<file path="src/rtl/alu_seq_pkg.sv">
// rtl/alu_seq_pkg.sv - op codes, FSM states and flag bundle shared by the alu_seq files
package alu_seq_pkg;

    localparam logic [2:0] ALU_OP_AND = 3'b000;
    localparam logic [2:0] ALU_OP_OR  = 3'b001;
    localparam logic [2:0] ALU_OP_XOR = 3'b010;
    localparam logic [2:0] ALU_OP_NOR = 3'b011;
    localparam logic [2:0] ALU_OP_ADD = 3'b100;
    localparam logic [2:0] ALU_OP_SLL = 3'b101;
    localparam logic [2:0] ALU_OP_SRL = 3'b110;
    localparam logic [2:0] ALU_OP_MUL = 3'b111;

    typedef enum logic [1:0] {
        IDLE  = 2'd0,
        SHIFT = 2'd1,
        MUL   = 2'd2,
        HOLD  = 2'd3
    } alu_state_t;

    typedef struct packed {
        logic cout;
        logic overflow;
        logic zero;
        logic negative;
        logic less;
    } alu_flags_t;

    function automatic logic is_shift_op(input logic [2:0] op);
        return (op == ALU_OP_SLL) || (op == ALU_OP_SRL);
    endfunction

    // Flags for results that never carry signed-arithmetic meaning.
    function automatic alu_flags_t mk_flags(input logic cout, input logic zero,
                                            input logic negative);
        alu_flags_t f;
        f          = '0;
        f.cout     = cout;
        f.zero     = zero;
        f.negative = negative;
        return f;
    endfunction

endpackage

</file>
<file path="src/rtl/alu_seq_comb.sv">
// rtl/alu_seq_comb.sv - combinational logic and add/sub datapath for the single-cycle ops
module alu_seq_comb
    import alu_seq_pkg::*;
#(
    parameter int WIDTH = 16
) (
    input  logic [WIDTH-1:0] a,
    input  logic [WIDTH-1:0] b,
    input  logic [2:0]       op,
    input  logic             sub,
    output logic [WIDTH-1:0] result,
    output alu_flags_t       flags
);

    logic [WIDTH-1:0] b_eff;
    logic [WIDTH:0]   sum;
    logic             carry_into_msb;

    always_comb begin
        b_eff          = sub ? ~b : b;
        sum            = {1'b0, a} + {1'b0, b_eff} + {{WIDTH{1'b0}}, sub};
        // The MSB sum bit is a ^ b ^ carry-in, so the carry-in falls out without a second adder.
        carry_into_msb = sum[WIDTH-1] ^ a[WIDTH-1] ^ b_eff[WIDTH-1];

        result = '0;
        flags  = '0;
        case (op)
            ALU_OP_AND: result = a & b;
            ALU_OP_OR:  result = a | b;
            ALU_OP_XOR: result = a ^ b;
            ALU_OP_NOR: result = ~(a | b);
            ALU_OP_ADD: begin
                result         = sum[WIDTH-1:0];
                flags.cout     = sum[WIDTH];
                flags.overflow = carry_into_msb ^ sum[WIDTH];
                flags.less     = sub & (sum[WIDTH-1] ^ (carry_into_msb ^ sum[WIDTH]));
            end
            default: ;
        endcase
        flags.zero     = (result == '0);
        flags.negative = result[WIDTH-1];
    end

endmodule

</file>
<file path="src/rtl/alu_seq.sv">
// rtl/alu_seq.sv - handshaked ALU with bit-serial shifts; ALU_SEQ_MUL_EN adds shift-add multiply
module alu_seq
    import alu_seq_pkg::*;
#(
    parameter int WIDTH   = 16,
    parameter int SHAMT_W = $clog2(WIDTH)
) (
    input  logic             clk,
    input  logic             rst,
    input  logic             in_valid,
    output logic             in_ready,
    input  logic [WIDTH-1:0] a,
    input  logic [WIDTH-1:0] b,
    input  logic [2:0]       op,
    input  logic             sub,
    output logic             out_valid,
    input  logic             out_ready,
    output logic [WIDTH-1:0] result,
    output logic             cout,
    output logic             overflow,
    output logic             zero,
    output logic             negative,
    output logic             less,
    output logic             illegal
);

    localparam int CNT_W = $clog2(WIDTH + 1);

    alu_state_t       state, state_next;

    logic [WIDTH-1:0] result_q;
    alu_flags_t       flags_q;
    logic             illegal_q;
    logic [WIDTH-1:0] hold_result;
    alu_flags_t       hold_flags;

    logic [WIDTH-1:0] shreg;
    logic [CNT_W-1:0] cnt;
    logic             sh_left;
    logic             sh_arith;
    logic [WIDTH-1:0] sh_next;
    logic             sh_bit;

    logic [WIDTH-1:0] comb_result;
    alu_flags_t       comb_flags;

    logic             accept;
    logic             fin_valid;
    logic [WIDTH-1:0] fin_result;
    alu_flags_t       fin_flags;
    logic             fin_illegal;
    logic             park;
    logic             start_shift;
    logic [SHAMT_W-1:0] shamt;

`ifdef ALU_SEQ_MUL_EN
    logic [2*WIDTH-1:0] mul_acc;
    logic [2*WIDTH-1:0] mul_mc;
    logic [WIDTH-1:0]   mul_mp;
    logic [2*WIDTH-1:0] mul_acc_next;
    logic               start_mul;
`endif

    alu_seq_comb #(.WIDTH(WIDTH)) u_comb (
        .a      (a),
        .b      (b),
        .op     (op),
        .sub    (sub),
        .result (comb_result),
        .flags  (comb_flags)
    );

    assign in_ready = !rst && (state == IDLE) && (!out_valid || out_ready);
    assign accept   = in_valid && in_ready;
    assign shamt    = b[SHAMT_W-1:0];

    assign sh_next = sh_left ? {shreg[WIDTH-2:0], 1'b0}
                             : {sh_arith & shreg[WIDTH-1], shreg[WIDTH-1:1]};
    assign sh_bit  = sh_left ? shreg[WIDTH-1] : shreg[0];

`ifdef ALU_SEQ_MUL_EN
    assign mul_acc_next = mul_mp[0] ? (mul_acc + mul_mc) : mul_acc;
`endif

    always_ff @(posedge clk or posedge rst) begin
        if (rst) begin
            state <= IDLE;
        end else begin
            state <= state_next;
        end
    end

    always_comb begin
        state_next  = state;
        fin_valid   = 1'b0;
        fin_result  = '0;
        fin_flags   = '0;
        fin_illegal = 1'b0;
        start_shift = 1'b0;
`ifdef ALU_SEQ_MUL_EN
        start_mul   = 1'b0;
`endif
        case (state)
            IDLE: begin
                if (accept) begin
                    if (is_shift_op(op)) begin
                        if (shamt == '0) begin
                            fin_valid  = 1'b1;
                            fin_result = a;
                            fin_flags  = mk_flags(1'b0, a == '0, a[WIDTH-1]);
                        end else begin
                            start_shift = 1'b1;
                            state_next  = SHIFT;
                        end
                    end else if (op == ALU_OP_MUL) begin
`ifdef ALU_SEQ_MUL_EN
                        start_mul  = 1'b1;
                        state_next = MUL;
`else
                        fin_valid   = 1'b1;
                        fin_illegal = 1'b1;
                        fin_flags   = mk_flags(1'b0, 1'b1, 1'b0);
`endif
                    end else begin
                        fin_valid  = 1'b1;
                        fin_result = comb_result;
                        fin_flags  = comb_flags;
                    end
                end
            end
            SHIFT: begin
                if (cnt == CNT_W'(1)) begin
                    fin_valid  = 1'b1;
                    fin_result = sh_next;
                    fin_flags  = mk_flags(sh_bit, sh_next == '0, sh_next[WIDTH-1]);
                    state_next = IDLE;
                end
            end
            MUL: begin
`ifdef ALU_SEQ_MUL_EN
                if (cnt == CNT_W'(1)) begin
                    fin_valid  = 1'b1;
                    fin_result = mul_acc_next[WIDTH-1:0];
                    fin_flags  = mk_flags(|mul_acc_next[2*WIDTH-1:WIDTH],
                                          mul_acc_next[WIDTH-1:0] == '0,
                                          mul_acc_next[WIDTH-1]);
                    state_next = IDLE;
                end
`else
                state_next = IDLE;
`endif
            end
            HOLD: begin
                if (out_ready) begin
                    state_next = IDLE;
                end
            end
            default: state_next = IDLE;
        endcase

        // A multi-cycle result finishing behind a stalled one is parked until the old one drains.
        park = fin_valid && (state != IDLE) && out_valid && !out_ready;
        if (park) begin
            state_next = HOLD;
        end
    end

    always_ff @(posedge clk or posedge rst) begin
        if (rst) begin
            out_valid   <= 1'b0;
            result_q    <= '0;
            flags_q     <= '0;
            illegal_q   <= 1'b0;
            hold_result <= '0;
            hold_flags  <= '0;
        end else if (state == HOLD) begin
            if (out_ready) begin
                result_q  <= hold_result;
                flags_q   <= hold_flags;
                illegal_q <= 1'b0;
            end
        end else if (park) begin
            hold_result <= fin_result;
            hold_flags  <= fin_flags;
        end else if (fin_valid) begin
            result_q  <= fin_result;
            flags_q   <= fin_flags;
            illegal_q <= fin_illegal;
            out_valid <= 1'b1;
        end else if (out_ready) begin
            out_valid <= 1'b0;
        end
    end

    always_ff @(posedge clk or posedge rst) begin
        if (rst) begin
            shreg    <= '0;
            cnt      <= '0;
            sh_left  <= 1'b0;
            sh_arith <= 1'b0;
        end else if (start_shift) begin
            shreg    <= a;
            cnt      <= CNT_W'(shamt);
            sh_left  <= (op == ALU_OP_SLL);
            sh_arith <= sub;
`ifdef ALU_SEQ_MUL_EN
        end else if (start_mul) begin
            cnt <= CNT_W'(WIDTH);
`endif
        end else if ((state == SHIFT) || (state == MUL)) begin
            shreg <= sh_next;
            cnt   <= cnt - CNT_W'(1);
        end
    end

`ifdef ALU_SEQ_MUL_EN
    always_ff @(posedge clk or posedge rst) begin
        if (rst) begin
            mul_acc <= '0;
            mul_mc  <= '0;
            mul_mp  <= '0;
        end else if (start_mul) begin
            mul_acc <= '0;
            mul_mc  <= {{WIDTH{1'b0}}, a};
            mul_mp  <= b;
        end else if (state == MUL) begin
            mul_acc <= mul_acc_next;
            mul_mc  <= mul_mc << 1;
            mul_mp  <= mul_mp >> 1;
        end
    end
`endif

    assign result   = result_q;
    assign cout     = flags_q.cout;
    assign overflow = flags_q.overflow;
    assign zero     = flags_q.zero;
    assign negative = flags_q.negative;
    assign less     = flags_q.less;
    assign illegal  = illegal_q;

endmodule

</file>
<file path="config.mk">
export PLATFORM = sky130hd
export DESIGN_NAME = alu_seq
export DESIGN_NICKNAME = d
export VERILOG_FILES = /design/src/rtl/alu_seq_pkg.sv /design/src/rtl/alu_seq_comb.sv /design/src/rtl/alu_seq.sv
export SDC_FILE = /design/constraint.sdc
export NUM_CORES = 1
export LEC_CHECK = 0
export BUFFER_PORTS_ARGS = -buffer_cell sky130_fd_sc_hd__buf_2
export CORE_MARGIN = 3
export CORE_UTILIZATION = 55
export DETAILED_ROUTE_END_ITERATION = 10
export PLACE_DENSITY = 0.75
export SYNTH_ARGS = -nofsm -noshare
export SYNTH_HDL_FRONTEND = slang
export SYNTH_SLANG_ARGS = --single-unit
</file>
<file path="constraint.sdc">
create_clock -name clk -period 2.7 [get_ports clk]
set_clock_uncertainty 0.2 [all_clocks]
set_input_delay 0.27 -clock clk [delete_from_list [all_inputs] [get_ports clk]]
set_output_delay 0.27 -clock clk [all_outputs]
set_load 0.005 [all_outputs]
</file>
=== After elaboration in Yosys (flattened, before gate mapping) ===
Index checks and enable logic that the tools add are counted.

* Register bits: 69
* Bits of input ports: 40
* Logic and storage cells: 134

* $add $sub $neg: 3
* Eq/ne operators: 18
* Multiplexer cells: 55
* Bitwise operators: 13
* Reductions and logical operators: 26

{| class="wikitable"
|+ Operators with widths
! kind !! number
|-
| 16-bit two-way mux || 13
|-
| 16-bit case mux with 5 select lines || 1
|-
| 5-bit two-way mux || 10
|-
| 16-bit zero test || 3
|-
| 16-bit inverter || 2
|-
| 16-bit case mux with 2 select lines || 1
|-
| 1-bit two-way mux || 19
|-
| 16-bit by 16-bit adder with 17-bit output || 1
|-
| 17-bit by 1-bit adder with 17-bit output || 1
|-
| 16-bit bitwise AND || 1
|-
| 16-bit OR || 1
|-
| 16-bit XOR || 1
|-
| 2-bit two-way mux || 7
|-
| 3-bit == test (second input constant) || 4
|-
| 3-bit inequality test (second input constant) || 4
|-
| 5-bit case mux with 2 select lines || 1
|-
| 2-bit case mux with 4 select lines || 1
|-
| 2-bit nonzero test || 4
|-
| 3-bit by 2-bit == test with 1-bit output (second input constant) || 2
|-
| 1-bit logical AND || 6
|-
| 3-bit AND reduction || 2
|-
| 5-bit by 1-bit == test with 1-bit output (second input constant) || 1
|-
| 5-bit AND reduction || 1
|-
| 5-bit by 1-bit subtractor with 5-bit output (second input constant) || 1
|-
| other kinds (17) || 27
|}

=== Longest topological paths before layout ===
* Word-level depth: 17
* Mapped depth: 14

=== Cells and area by module ===
Synthesis repeated with hierarchy kept, for this count alone.

* Cell total of the unflattened synthesis: 740
* Area, all modules: 6228.5 um2

{| class="wikitable"
|+ Modules (own cells, without submodules)
! module !! times used !! cells each !! area an instance (um2)
|-
| alu_seq || 1 || 413 || 3895.0
|-
| alu_seq_comb || 1 || 327 || 2333.5
|}

=== Worst setup path after synthesis ===
No wires, ideal clock.

* Kind: in2reg
* From: in sub
* To: reg result_q[12], in the netlist result[12]
* Setup time: 0.128 ns
* Arrival: 2.966 ns
* Slack: -0.594 ns
* Stages on the path: 13
* Buffers on the path: 2
* Path through: buf_2 -> buf_1 -> xor2_1 -> ha_1 -> a2111oi_2 -> o21ai_1 -> a41o_1 -> a21o_1 -> a211o_1 -> a22o_1 -> a21oi_1 -> o22a_1 -> o21ai_0

* Longest elaborated chain between the ends: 11

{| class="wikitable"
|+ RTL lines
! what !! line !! text
|-
| from (decl) || alu_seq.sv:15 || <nowiki>input logic sub,</nowiki>
|-
| 16-bit two-way mux || alu_seq_comb.sv:20 || <nowiki>b_eff = sub ? ~b : b;</nowiki>
|-
| 16-bit by 16-bit adder with 17-bit output || alu_seq_comb.sv:21 || <nowiki>sum = {1'b0, a} + {1'b0, b_eff} + {{WIDTH{1'b0}}, sub};</nowiki>
|-
| 17-bit by 1-bit adder with 17-bit output * || alu_seq_comb.sv:21 ||
|-
| 16-bit case mux with 5 select lines * || alu_seq_comb.sv:27 || <nowiki>case (op)</nowiki>
|-
| 16-bit two-way mux * || alu_seq.sv:115 || <nowiki>end else if (op == ALU_OP_MUL) begin</nowiki>
|-
| 16-bit two-way mux * || alu_seq.sv:106 || <nowiki>if (is_shift_op(op)) begin</nowiki>
|-
| 16-bit two-way mux * || alu_seq.sv:105 || <nowiki>if (accept) begin</nowiki>
|-
| 16-bit case mux with 2 select lines * || alu_seq.sv:103 || <nowiki>case (state)</nowiki>
|-
| 16-bit two-way mux * || alu_seq.sv:185 || <nowiki>end else if (fin_valid) begin</nowiki>
|-
| 16-bit two-way mux * || alu_seq.sv:182 || <nowiki>end else if (park) begin</nowiki>
|-
| 16-bit two-way mux * || alu_seq.sv:176 || <nowiki>end else if (state == HOLD) begin</nowiki>
|-
| to (signal assigned) || alu_seq.sv:178 || <nowiki>result_q <= hold_result;</nowiki>
|-
| to (signal assigned) || alu_seq.sv:186 || <nowiki>result_q <= fin_result;</nowiki>
|-
| to (decl) || alu_seq.sv:31 || <nowiki>logic [WIDTH-1:0] result_q;</nowiki>
|}

Every way passes the cells marked *; elsewhere a longest branch is shown, timed or not. The select of a mux whose other input is x is not followed.
A chain may end at the register's enable or synchronous reset.

=== Final worst setup path ===
* From: in b[4]
* To: reg hold_result[15]

* Longest elaborated chain between the ends: 9

{| class="wikitable"
|+ RTL lines
! what !! line !! text
|-
| from (decl) || alu_seq.sv:13 || <nowiki>input logic [WIDTH-1:0] b,</nowiki>
|-
| 16-bit inverter || alu_seq_comb.sv:20 ||
|-
| 16-bit two-way mux * || alu_seq_comb.sv:20 ||
|-
| 16-bit by 16-bit adder with 17-bit output * || alu_seq_comb.sv:21 ||
|-
| 17-bit by 1-bit adder with 17-bit output * || alu_seq_comb.sv:21 ||
|-
| 16-bit case mux with 5 select lines * || alu_seq_comb.sv:27 ||
|-
| 16-bit two-way mux * || alu_seq.sv:115 ||
|-
| 16-bit two-way mux * || alu_seq.sv:106 ||
|-
| 16-bit two-way mux * || alu_seq.sv:105 ||
|-
| 16-bit case mux with 2 select lines * || alu_seq.sv:103 ||
|-
| to (signal assigned) || alu_seq.sv:183 || <nowiki>hold_result <= fin_result;</nowiki>
|-
| to (decl) || alu_seq.sv:34 || <nowiki>logic [WIDTH-1:0] hold_result;</nowiki>
|}

Every way passes the cells marked *; elsewhere a longest branch is shown, timed or not.

==> impl_metrics.py <==
metrics = {
    "drt": {
        "drtPass1Iterations": 7,
        "wl_per_cell_um": 17.8,
        "wirelength_um": 18700,
        "vias": 6115,
        "drc": 0,
        "antenna_left": 0,
        "via_per_inst": 5.81,
        "drtIter0Drc": 458,
    },
    "worst_setup_path": {
        "crit_fanout": 5,
        "critPathSlowestCell": "ha_2",
        "crit_family": "compound AO/OA/AOI/OAI gates",
        "endpoint_kind": "register",
        "crit_path_cell_trace": "buf_2, xor2_1, ha_2, nand4_1, o22a_4, o31a_1, o21ai_2, xnor2_2, a221oi_2, o22ai_2, mux2_4",
        "critPathRequiredTime_ns": 2.74,
        "crit_buf_inv": 1,
        "start_kind": "input pin",
        "crit_type": "in2reg",
        "slowest_delay_ns": 0.38,
        "crit_cells": 11,
        "r2r_cells": 11,
        "arrival_ns": 2.79,
    },
    "sta": {
        "tightest_slew_ns": 0.640,
        "finalHoldViolations": 0,
        "period_minus_slack_ns": 2.76,
        "rsz0062_at_grt": "true",
        "period_share": 1.02,
        "tns_ns": -0.0974,
        "setup_viol": 5,
        "slew_headroom": 0.573,
        "fin_ws_ns": -0.0569,
        "drv_slew": 0,
        "fmax_ghz": 0.363,
    },
    "clock_network": {
        "clk_latency_ns": 0.35,
        "numCtsBuffers": 9,
        "ctsRootBufferMaster": "clkbuf_8",
        "clkSinkCount": 67,
        "cts_buffer_depth": 2,
        "cts_max_level": 3,
        "cts_tree": "yes",
        "clk_pin_slew_ns": 0.07,
    },
    "die": {
        "num_rows": 37,
        "io_pins": 64,
        "start_util": 0.568,
        "die_w_um": 109,
        "dieArea_um2": 12000,
        "die_h_um": 109,
        "core_area_um2": 10400,
    },
    "logic_synthesis": {
        "yosysUniqueCellTypes": 66,
        "syn_avg_cell_area_um2": 8.20,
        "ys_seq_area_frac": 0.285,
        "synth_cells": 718,
        "synthFlopType": "dfrtp_1",
        "yosysWarnings": 0,
        "synth_nets": 815,
        "netlist_area_um2": 5890,
        "synth_edf_count": 0,
        "ys_seq_elements": 67,
        "postSynth.asyncResetShare": 1.00,
    },
    "global_routing": {
        "overflow": 0,
        "grt_pass1_vias": 5976,
        "grt_start_max_net_pins": 40,
        "grt_first_pass_wirelength_um": 28600,
        "grt_usage": 0.308,
        "antenna_found_initial": 1,
    },
    "flow_run": {
        "maxCapViolCount": 0,
    },
    "layout": {
        "seqCellArea_um2": 1680,
        "fin_nets": 1009,
        "nFillCells": 738,
        "diodes": 0,
        "area_growth_pct": 35.8,
        "multiInputGateArea_um2": 4080,
        "drive_gt1_frac": 0.336,
    },
    "power": {
        "irDropWorstVdd_mv": 0.438,
        "intPower_mw": 3.19,
        "p_total_mw": 5.30,
        "clock_power_share": 0.166,
        "p_sw_mw": 2.12,
        "switching_share": 0.400,
        "comb_power_share": 0.507,
        "power.share.sequential": 0.327,
        "p_leak_nw": 3.88,
        "powerDensity_nw_per_um2": 663,
    },
    "placed_design": {
        "hpwl_um": 13900,
        "port_buffers": 63,
        "gp_routability_congestion": 1.00,
    },
    "worst_hold_path": {
        "min-delay-path-class": "in2reg",
        "whs_path_depth": 3,
    },
    "outcome": {
        "status": "complete, but fails checks",
        "violations": "negative setup slack",
    },
}
[tightest hold or removal path, stage by stage]
cell and delay (ns):
buf_16 0.09, buf_4 0.10, mux2_2 0.13
[Yosys cell counts, types with 4 or more instances]
cell type	count	area share
o22a_1	5	0.0074
nor2b_1	7	0.0074
mux2_2	5	0.0096
o21a_1	6	0.0077
nand4_1	7	0.0074
o22ai_1	11	0.012
o21ai_0	79	0.067
clkbuf_1	21	0.013
a21boi_0	4	0.0051
a211oi_1	7	0.0089
nor4_2	4	0.0085
nand2_1	88	0.056
buf_2	10	0.0085
inv_1	54	0.034
nor2_1	45	0.029
nor3_1	10	0.0085
mux2i_1	40	0.068
a21oi_1	56	0.048
buf_4	4	0.0051
xnor2_1	15	0.022
nand3_1	10	0.0085
dfrtp_1	67	0.28
xor2_1	21	0.031
a21o_1	7	0.0089
a31oi_1	6	0.0064
and3_1	5	0.0053
ha_1	56	0.12
mux2_1	7	0.013
o21ai_1	5	0.0043
[metal layers]
layer,track usage,wire length (µm),vias to the layer above
met3,0.0482,998,59
li1,-,-,2911
met5,0,7,-
met2,0.533,9330,229
met4,0.143,780,2
met1,0.374,7580,2914
[path summary, 6_finish.rpt]
path,start,to,slack (ns)
max,b[4],hold_result[15],-0.06
min in group asynchronous,rst,hold_flags[4],0.38
max reg2reg,state[1],zero,0.01
max in group asynchronous,rst,shreg[5],1.28
min,sub,sh_arith,0.07
min reg2reg,result[8],result[8],0.27
[timing repair]
item,4_1_cts,5_1_grt
hold buffers,1,0
setup buffers,10,12
setup endpoints to repair,23,27
pin swaps,21,28
resized for setup,29,46
cloned,1,1
hold endpoints to repair,28,0
[registers in the layout, summed over array words and instances (netlist names), 2 cells and up]
name and flops:
hold_result 16, result 16, shreg 16, cnt 5
hold_flags 4, state 2
[cells by family (layout without fill, tap and decap cells)]
kind of cell / count (synthesis) / after routing / synth area share
xor+xnor: 36 / 36 / 0.0536
compound gates: 213 / 213 / 0.218
mux: 52 / 52 / 0.0910
flops: 67 / 67 / 0.285
simple gates: 199 / 199 / 0.162
fa+ha+maj: 57 / 57 / 0.122
buf+inv: 94 / 293 / 0.0678
[layout make-up]
| type | instances | area share |
|---|---|---|
| Clock buffer | 12 | 0.0207 |
| Clock inverter | 4 | 0.00595 |
| Inverter | 55 | 0.0258 |
| Multi-Input combinational cell | 557 | 0.510 |
| Sequential cell | 67 | 0.210 |
| Tap cell | 136 | 0.0213 |
| Timing Repair Buffer | 222 | 0.207 |
[layout by cell type, fill, tap and decap left out, types with 6 or more instances in the layout]
cell        n
xor2_1     20
nand4_1     7
buf_4     147
buf_2      60
a21o_1      7
clkbuf_8   12
mux2_1      6
mux2i_1    39
nor2_1     44
inv_2       6
a211oi_1    6
nand3_1     8
nor2b_1     6
dfrtp_1    67
nor3_1     10
a21oi_1    46
a21oi_2    10
o22ai_1     6
o21ai_1    12
inv_1      49
xnor2_1    14
nand2_1    88
o21ai_0    70
ha_1       53
[power by group through the flow]
stage	combinational [mW]	clock (mW)	sequential [mW]
4_1_cts	2.53	0.879	1.73
6_report	2.69	0.878	1.74
3_3_place_gp	2.33	0	1.71
3_5_place_dp	2.42	0	1.74
2_1_floorplan	1.56	0	1.67
5_1_grt	2.98	0.934	1.79
[per-stage QoR]
stage | setup slack (ns) | hold slack [ns] | cells | area, µm² | utilization
final | -0.0569 | 0.0705 | 1053 | 8000 | 0.771
after global routing | -0.133 | 0.0592 | 1053 | 8000 | 0.771
after CTS | -0.0182 | 0.0612 | 1040 | 7710 | 0.743
after detailed placement | -0.646 | 0.222 | 1012 | 7260 | 0.701
after global placement | -0.561 | 0.216 | 1012 | 7260 | 0.701
after floorplan | -0.177 | 0.187 | 718 | 5940 | -
No activity file was read; power rests on OpenSTA's default activity.
